File: src/rtl/fetch_pkg.sv
// Shared types and constants for the fetch stage.
// Imported by imem_fetch_ctrl and pc_next.
package fetch_pkg;

   typedef enum logic [1:0] {
      BOOT,
      RUN,
      HALT
   } fetch_state_t;

   localparam int unsigned WORD_BYTES = 4;
   localparam logic [31:0] HALT_INSTR_DEFAULT = 32'hFFFF_FFFF;

   typedef struct packed {
      logic        valid;
      logic [31:0] pc;
      logic [31:0] pc_plus4;
      logic [31:0] instr;
   } if_id_t;

endpackage

File: src/rtl/pc_next.sv
// Sequential-PC increment wrapped to memory size,
// plus word alignment of redirect targets.
module pc_next
   import fetch_pkg::*;
#(
   parameter int unsigned DEPTH = 1024
) (
   input  logic [31:0] pc,
   input  logic [31:0] target,
   output logic [31:0] pc_plus4,
   output logic [31:0] target_al
);

   localparam logic [31:0] ADDR_MASK =
      32'(DEPTH * WORD_BYTES) - 32'd1;

   assign pc_plus4  = (pc + 32'(WORD_BYTES)) & ADDR_MASK;
   assign target_al = {target[31:2], 2'b00};

endmodule

File: src/rtl/imem_fetch_ctrl.sv
// Fetch-stage controller: boot loader into imem, then
// one fetch per cycle with stall, redirect and halt.
module imem_fetch_ctrl
   import fetch_pkg::*;
#(
   parameter int unsigned DEPTH      = 1024,
   parameter logic [31:0] RESET_PC   = 32'h0000_0000,
   parameter logic [31:0] HALT_INSTR = HALT_INSTR_DEFAULT
) (
   input  logic        clk,
   input  logic        rst_n,
   input  logic        load_valid,
   input  logic [31:0] load_addr,
   input  logic [31:0] load_data,
   output logic        load_ready,
   input  logic        load_done,
   output logic [31:0] imem_addr,
   output logic [31:0] imem_wdata,
   output logic        imem_we,
   input  logic [31:0] imem_rdata,
   input  logic        stall,
   input  logic        redirect_valid,
   input  logic [31:0] redirect_pc,
   output logic        if_valid,
   output logic [31:0] if_pc,
   output logic [31:0] if_pc_plus4,
   output logic [31:0] if_instr,
   output logic        halted,
   output logic [31:0] fetch_count
);

   fetch_state_t state_q, state_d;
   logic [31:0]  pc_q, pc_d;
   logic [31:0]  cnt_q, cnt_d;
   if_id_t       ifid_q, ifid_d;
   logic [31:0]  pc_plus4;
   logic [31:0]  redir_al;
   logic         boot;
   logic         beat;

   pc_next #(
      .DEPTH (DEPTH)
   ) u_pc_next (
      .pc        (pc_q),
      .target    (redirect_pc),
      .pc_plus4  (pc_plus4),
      .target_al (redir_al)
   );

   assign boot       = (state_q == BOOT);
   assign load_ready = boot;
   assign beat       = load_valid & load_ready;

   // Gate by rst_n so no write slips through while reset is held.
   assign imem_we    = beat & rst_n;
   assign imem_addr  = boot ? {load_addr[31:2], 2'b00} : pc_q;
   assign imem_wdata = boot ? load_data : 32'd0;

   always_comb begin
      state_d = state_q;
      pc_d    = pc_q;
      cnt_d   = cnt_q;
      ifid_d  = ifid_q;
      unique case (state_q)
         BOOT: begin
            ifid_d.valid = 1'b0;
            if (load_done) begin
               state_d = RUN;
               pc_d    = RESET_PC;
            end
         end
         RUN: begin
            if (redirect_valid) begin
               pc_d         = redir_al;
               ifid_d.valid = 1'b0;
            end else if (!stall) begin
               ifid_d.valid    = 1'b1;
               ifid_d.pc       = pc_q;
               ifid_d.pc_plus4 = pc_plus4;
               ifid_d.instr    = imem_rdata;
               if (cnt_q != 32'hFFFF_FFFF)
                  cnt_d = cnt_q + 32'd1;
               // PC stays on the halt word so imem_addr shows it.
               if (imem_rdata == HALT_INSTR)
                  state_d = HALT;
               else
                  pc_d = pc_plus4;
            end
         end
         HALT: begin
            ifid_d.valid = 1'b0;
            if (redirect_valid) begin
               state_d = RUN;
               pc_d    = redir_al;
            end
         end
         default: begin
            state_d = BOOT;
         end
      endcase
   end

   always_ff @(posedge clk or negedge rst_n) begin
      if (!rst_n) begin
         state_q <= BOOT;
         pc_q    <= RESET_PC;
         cnt_q   <= 32'd0;
         ifid_q  <= '0;
      end else begin
         state_q <= state_d;
         pc_q    <= pc_d;
         cnt_q   <= cnt_d;
         ifid_q  <= ifid_d;
      end
   end

   assign if_valid    = ifid_q.valid;
   assign if_pc       = ifid_q.pc;
   assign if_pc_plus4 = ifid_q.pc_plus4;
   assign if_instr    = ifid_q.instr;
   assign halted      = (state_q == HALT);
   assign fetch_count = cnt_q;

endmodule

File: config.mk
export PLATFORM = sky130hd
export DESIGN_NAME = imem_fetch_ctrl
export DESIGN_NICKNAME = d
export VERILOG_FILES = /design/src/rtl/fetch_pkg.sv /design/src/rtl/pc_next.sv /design/src/rtl/imem_fetch_ctrl.sv
export SDC_FILE = /design/constraint.sdc
export NUM_CORES = 1
export LEC_CHECK = 0
export BUFFER_PORTS_ARGS = -buffer_cell sky130_fd_sc_hd__buf_2
export CAP_MARGIN = 25
export CORE_AREA = 2 2 127 129
export CTS_CLUSTER_DIAMETER = 80
export CTS_CLUSTER_SIZE = 12
export DETAILED_ROUTE_END_ITERATION = 16
export DIE_AREA = 0 0 129 131
export PLACE_DENSITY = 0.77
export SLEW_MARGIN = 20
export SYNTH_ARGS = -nofsm -noshare
export SYNTH_HDL_FRONTEND = slang
export SYNTH_SLANG_ARGS = --single-unit
File: constraint.sdc
create_clock -name clk -period 2.5 [get_ports clk]
set_input_delay 0.375 -clock clk [delete_from_list [all_inputs] [get_ports clk]]
set_output_delay 0.375 -clock clk [all_outputs]
set_load 0.03 [all_outputs]
# == After elaboration in Yosys (flattened, before gate mapping) ==
# Index checks and enable logic that the tools add are counted.
# word_totals
ff_bits,143
wordCells,50
# classes
add_sub_neg,2
eq_ne,11
n_mux,17
n_bitwise,4
reduce_logical,9
# op_table
cell,n
2-to-1 mux 32 bit,7
2-to-1 mux 97 bit,1
one-hot mux 32 bit (3 select lines),1
"adder 32 x 1 -> 32 bit, second input constant",1
"equality test 32 bit, second input constant",1
"!= test 32 bit, second input constant",1
"adder 12 x 3 -> 12 bit, second input constant",1
2-to-1 mux 2 bit,5
AND reduction 5 bit,2
"!= test 2 bit, second input constant",4
"!= test 3 bit, second input constant",2
one-hot mux 2 bit (3 select lines),1
AND reduction 4 bit,1
AND reduction 3 bit,1
nonzero test 3 bit,1
AND 1 bit,2
"equality test 2 x 1 -> 1 bit, second input constant",1
"equality test 2 bit, second input constant",1
logical NOT 2 bit,1
"!= test 2 x 1 -> 1 bit, second input constant",1
inverter 1 bit,2
one-hot mux 1 bit (2 select lines),1
AND reduction 2 bit,1
nonzero test 2 bit,1
other kinds (2),2

# == Longest topological paths before layout ==
# logic_depth
depth_word,5
mapped_depth,9
mapped_depth_nobuf,7

# == Hierarchy ==
# A second synthesis with hierarchy kept.
# unflattened
hier_cells,894
area_unflattened_um2,8349.3
# by_module_without_submodules
mod,instances,cells_per_inst,area_per_inst_um2,seq_area_each_um2
imem_fetch_ctrl,1,815,7776.2,4078.9
pc_next,1,79,573.0,0.0

# == Worst setup path after synthesis ==
# Ideal clock, no wire load.
# synth_timing
kind,register -> output
start,register state_q[0]
end,output port imem_addr[11]
arrival_time_ns,2.080
t_required_ns,2.125
setup_slack_ns,0.045
stages_incl_launch_ff,7
n_path_buf,3
cell_sequence,dfrtp_1 > inv_1 > ha_1 > clkbuf_1 > clkbuf_1 > clkbuf_1 > o21ai_0
# synth_between
elab_chain_cells,2
# synth_lines
item,line,rtl
from (decl),imem_fetch_ctrl.sv:32,"fetch_state_t state_q, state_d;"
from (signal assigned),imem_fetch_ctrl.sv:110,state_q <= state_d;
logical NOT 2 bit,imem_fetch_ctrl.sv:50,assign boot = (state_q == BOOT);
named net load_ready,imem_fetch_ctrl.sv:15,"output logic load_ready,"
2-to-1 mux 32 bit,imem_fetch_ctrl.sv:56,"assign imem_addr = boot ? {load_addr[31:2], 2'b00} : pc_q;"
to (decl),imem_fetch_ctrl.sv:17,"output logic [31:0] imem_addr,"
# The timed path passes the listed nets, and every way through them passes these cells.

# == Worst setup path after layout ==
# layout_timing
start,register state_q[0]
end,output port imem_addr[7]
# layout_between
elab_chain_cells,2
# layout_lines
item,line
logical NOT 2 bit,imem_fetch_ctrl.sv:50
2-to-1 mux 32 bit,imem_fetch_ctrl.sv:56
# No other way between the ends.

==> summary.txt <==
Timing
  – Max-slew headroom: 59.9%
  – Final Max Slew Viols: 0
  – Setup TNS Final: 0 ns
  – Worst-Margin Slew: 0.601 ns
  – Tmin final: 2.36 ns
  – Final cycle utilization of the critical path: 94.5%
  – Setup-failing EPs final: 0
  – Fin. Hold Viols: 0
  – Setup ws final: 0.137 ns
  – Unrepaired setup endpoints after global routing: false
  – Fmax: 423 MHz
  – Clock skew: 0.00860 ns

Final layout
  – # fillers: 1388
  – Fin nets: 1187
  – Layout cell share with drive strength beyond 1: 35.0%
  – Commonest non-fill, non-tap cell in the layout: buf_2
  – Multi-input gate area: 3010 sq um
  – Reg area: 3430 sq um
  – Area Growth Syn to Fin: 34.1%
  – Most frequent cells in the layout: 298 x buf_2, 213 x nand2_1, 137 x dfrtp_1

Die
  – IO Pins: 330
  – Die Wd: 129 um
  – # rows: 46
  – Die area: 16900 sq um
  – Initial Util: 43.7%
  – Placeable Area: 15600 sq um
  – Die height: 131 um

Routing
  – Drt pass-1 iters: 4
  – Vias: 6264
  – Drt wl/cell: 15.6 um
  – Routed Antenna Nets: 0
  – DR DRC count: 0
  – Wirelength, routed: 19900 um
  – Post-DR vias/cell: 4.91
  – Drt first-iter violations: 255

Worst hold path
  – Hold Path Origin: imem_rdata[15]
  – Min-delay worst type: primary input to register
  – Hold endpoint: if_instr[15]$_DFFE_PN0P_
  – Cells on Worst Hold Path: 3

Global route
  – GRT met3 Usage: 5.70%
  – GRT Residual Overflow: 0
  – GR Util met2: 38.6%
  – Initial antenna violation count: 1
  – Pin count of the biggest net entering global routing: 85
  – First-pass GRT wire length: 29900 um
  – Met1 Use GR: 28.7%
  – Most crowded layer after global routing: met2
  – GRT Util Overall: 23.1%
  – Vias in the first global route: 5716

Worst setup path
  – R2R cell count: 7
  – Worst Path Arrival: 1.99 ns
  – R2r setup slk: 0.21 ns
  – Largest delay share family, worst path: buffers and inverters
  – Max stage delay on crit path: 0.40 ns
  – Largest fanout on the critical path: 84
  – CP max-delay cell: dfrtp_1
  – CP Capture Type: primary output
  – Setup CP Type: register to primary output
  – Reg2reg start: state_q[1]$_DFFE_PN0P_
  – Worst path cell trace: inv_1, ha_2, buf_12, mux2_2, buf_2
  – Worst R2R End: fetch_count[26]$_DFFE_PN0P_
  – Number of buffers and inverters on the critical path: 3
  – Startpoint type of the worst setup path: register
  – Required time worst endpoint: 2.12 ns

Yosys
  – Post-synth top area cell: dfrtp_1
  – Post-Syn Area per Cell: 9.08 sq um
  – Post-Syn Area: 6810 sq um
  – Synthesized instance count: 750
  – Seq/Total Area, Yosys: 50.3%
  – Synth warnings: 0
  – Dominant cells by area after synthesis: dfrtp_1 50%, nand2_1 12%, o21ai_0 4.6%
  – EDFF count, synth: 0
  – Yosys reg bits: 137
  – Post-synth cell types: 52
  – Main synth FF type: dfrtp_1
  – Yosys top cell area share: 50.3%
  – Fraction of registers with async set/reset: 100%

Clock network
  – CTS tree: done
  – Clk_lat worst skew: 0.42 ns
  – Clock sinks: 137
  – CTS Buffer Depth: 2
  – Clock-pin slew on the worst setup and hold paths: 0.06 ns
  – CTS buffer count: 17
  – Setup Fix Bufs, Post-CTS: 0
  – H-tree Lvls: 4
  – Clock root cell: clkbuf_16

Pwr
  – Leakage power total: 4.90 nW
  – Maximum vdd drop: 0.000536 V
  – P per Cell Area: 1160 nW/um^2

Flow run
  – Max_cap viols: 0

Placed design
  – HPWL Detailed: 14800 um
  – Placer congestion estimate: 0.860
  – Dpl ws: 0.122 ns
  – IO Port Bufs: 299

Run status
  – Status: finished clean
stage by stage:
stage / util (%) / instances / instance area [sq um] / hold slack [ns] / power, mW
6_report: 58.6 / 1276 / 9130 / 0.161 / 10.6
5_1_grt: 58.6 / 1276 / 9130 / 0.168 / 11.2
4_1_cts: 58.5 / 1275 / 9130 / 0.142 / 10.7
3_5_place_dp: 54.6 / 1243 / 8520 / 0.249 / 8.14
3_3_place_gp: 54.6 / 1243 / 8520 / 0.250 / 8.04
2_1_floorplan: - / 775 / 6910 / 0.0794 / 6.59
cells by family (layout without fill, tap and decap cells):
family,after synthesis,count (layout),share of synthesized area (%)
simple gates,346,346,23.3
xor+xnor,36,36,4.63
other cells,1,27,0.0551
compound gates,93,93,8.28
fa+ha+maj,6,6,1.10
mux,34,34,5.16
flops,137,137,50.3
buf+inv,97,381,7.11
metal layers:
| metal | up-vias | share of wire (%) |
|---|---|---|
| met5 | - | 0 |
| met4 | 0 | 2.7 |
| met3 | 39 | 6.4 |
| met2 | 245 | 50 |
| met1 | 2946 | 41 |
| li1 | 3034 | - |
worst register-to-register path, delay by kind of cell, from the launching register on:
kind | cells | cell delay (ns)
and+or+nand+nor | 3 | 0.79
AOI/OAI and AO/OA | 1 | 0.51
DFF | 1 | 0.40
adders and majority gates | 1 | 0.22
xor gates and xnor gates | 1 | 0.15
buffers and inverters | 1 | 0.11
power by group:
group | switching [mW] | internal [mW]
Combinational | 3.42 | 1.42
Clock | 1.01 | 1.53
Sequential | 0.402 | 2.85
Total | 4.83 | 5.80
layout make-up:
class / count / area share [%]
Antenna cell: 1 / 0.0274
Clock buffer: 19 / 4.96
Clock inverter: 12 / 1.53
Inverter: 30 / 1.23
Multi-Input combinational cell: 541 / 33.0
Sequential cell: 137 / 37.5
Tap cell: 216 / 2.96
Timing Repair Buffer: 320 / 18.8
sequential cells by signal, indices dropped and copies added, names as in the netlist:
register     cells
if_pc_plus4     10
fetch_count     32
if_instr        32
state_q          2
if_valid         1
if_pc           30
pc_q            30
timing repair:
action                     in CTS  in global routing
setup endpoints to repair       0                  1
hold buffers                    1                  0
hold endpoints to repair       21                  0
gates resized for setup         0                  1
worst max-delay path by stage:
stage / startpoint / end / slack [ns] / depth (start not counted)
after CTS: state_q[1]$_DFFE_PN0P_ / imem_addr[7] / 0.12 / 5
after global placement: imem_rdata[7] / pc_q[28]$_DFFE_PN0P_ / 0.22 / 8
after global routing: state_q[0]$_DFFE_PN0P_ / imem_addr[7] / 0.02 / 5
after floorplan: state_q[0]$_DFFE_PN0P_ / imem_addr[11] / 0.05 / 6
after detailed placement: imem_rdata[7] / pc_q[28]$_DFFE_PN0P_ / 0.12 / 8
final: state_q[0]$_DFFE_PN0P_ / imem_addr[7] / 0.14 / 5
cell usage after synthesis, drive strengths merged (3+ instances only):
cell,instances
nand2,213
dfrtp,137
o21ai,62
buf,35
and2,34
clkbuf,32
inv,30
mux2i,25
xnor2,24
nand3,21
nand4,19
and3,12
nor2,12
nor3,12
xor2,12
mux2,9
a21oi,7
ha,6
nor4,5
and4,4
a221o,3
a32oi,3
nand4b,3
Power figures use the tool's default switching activity.
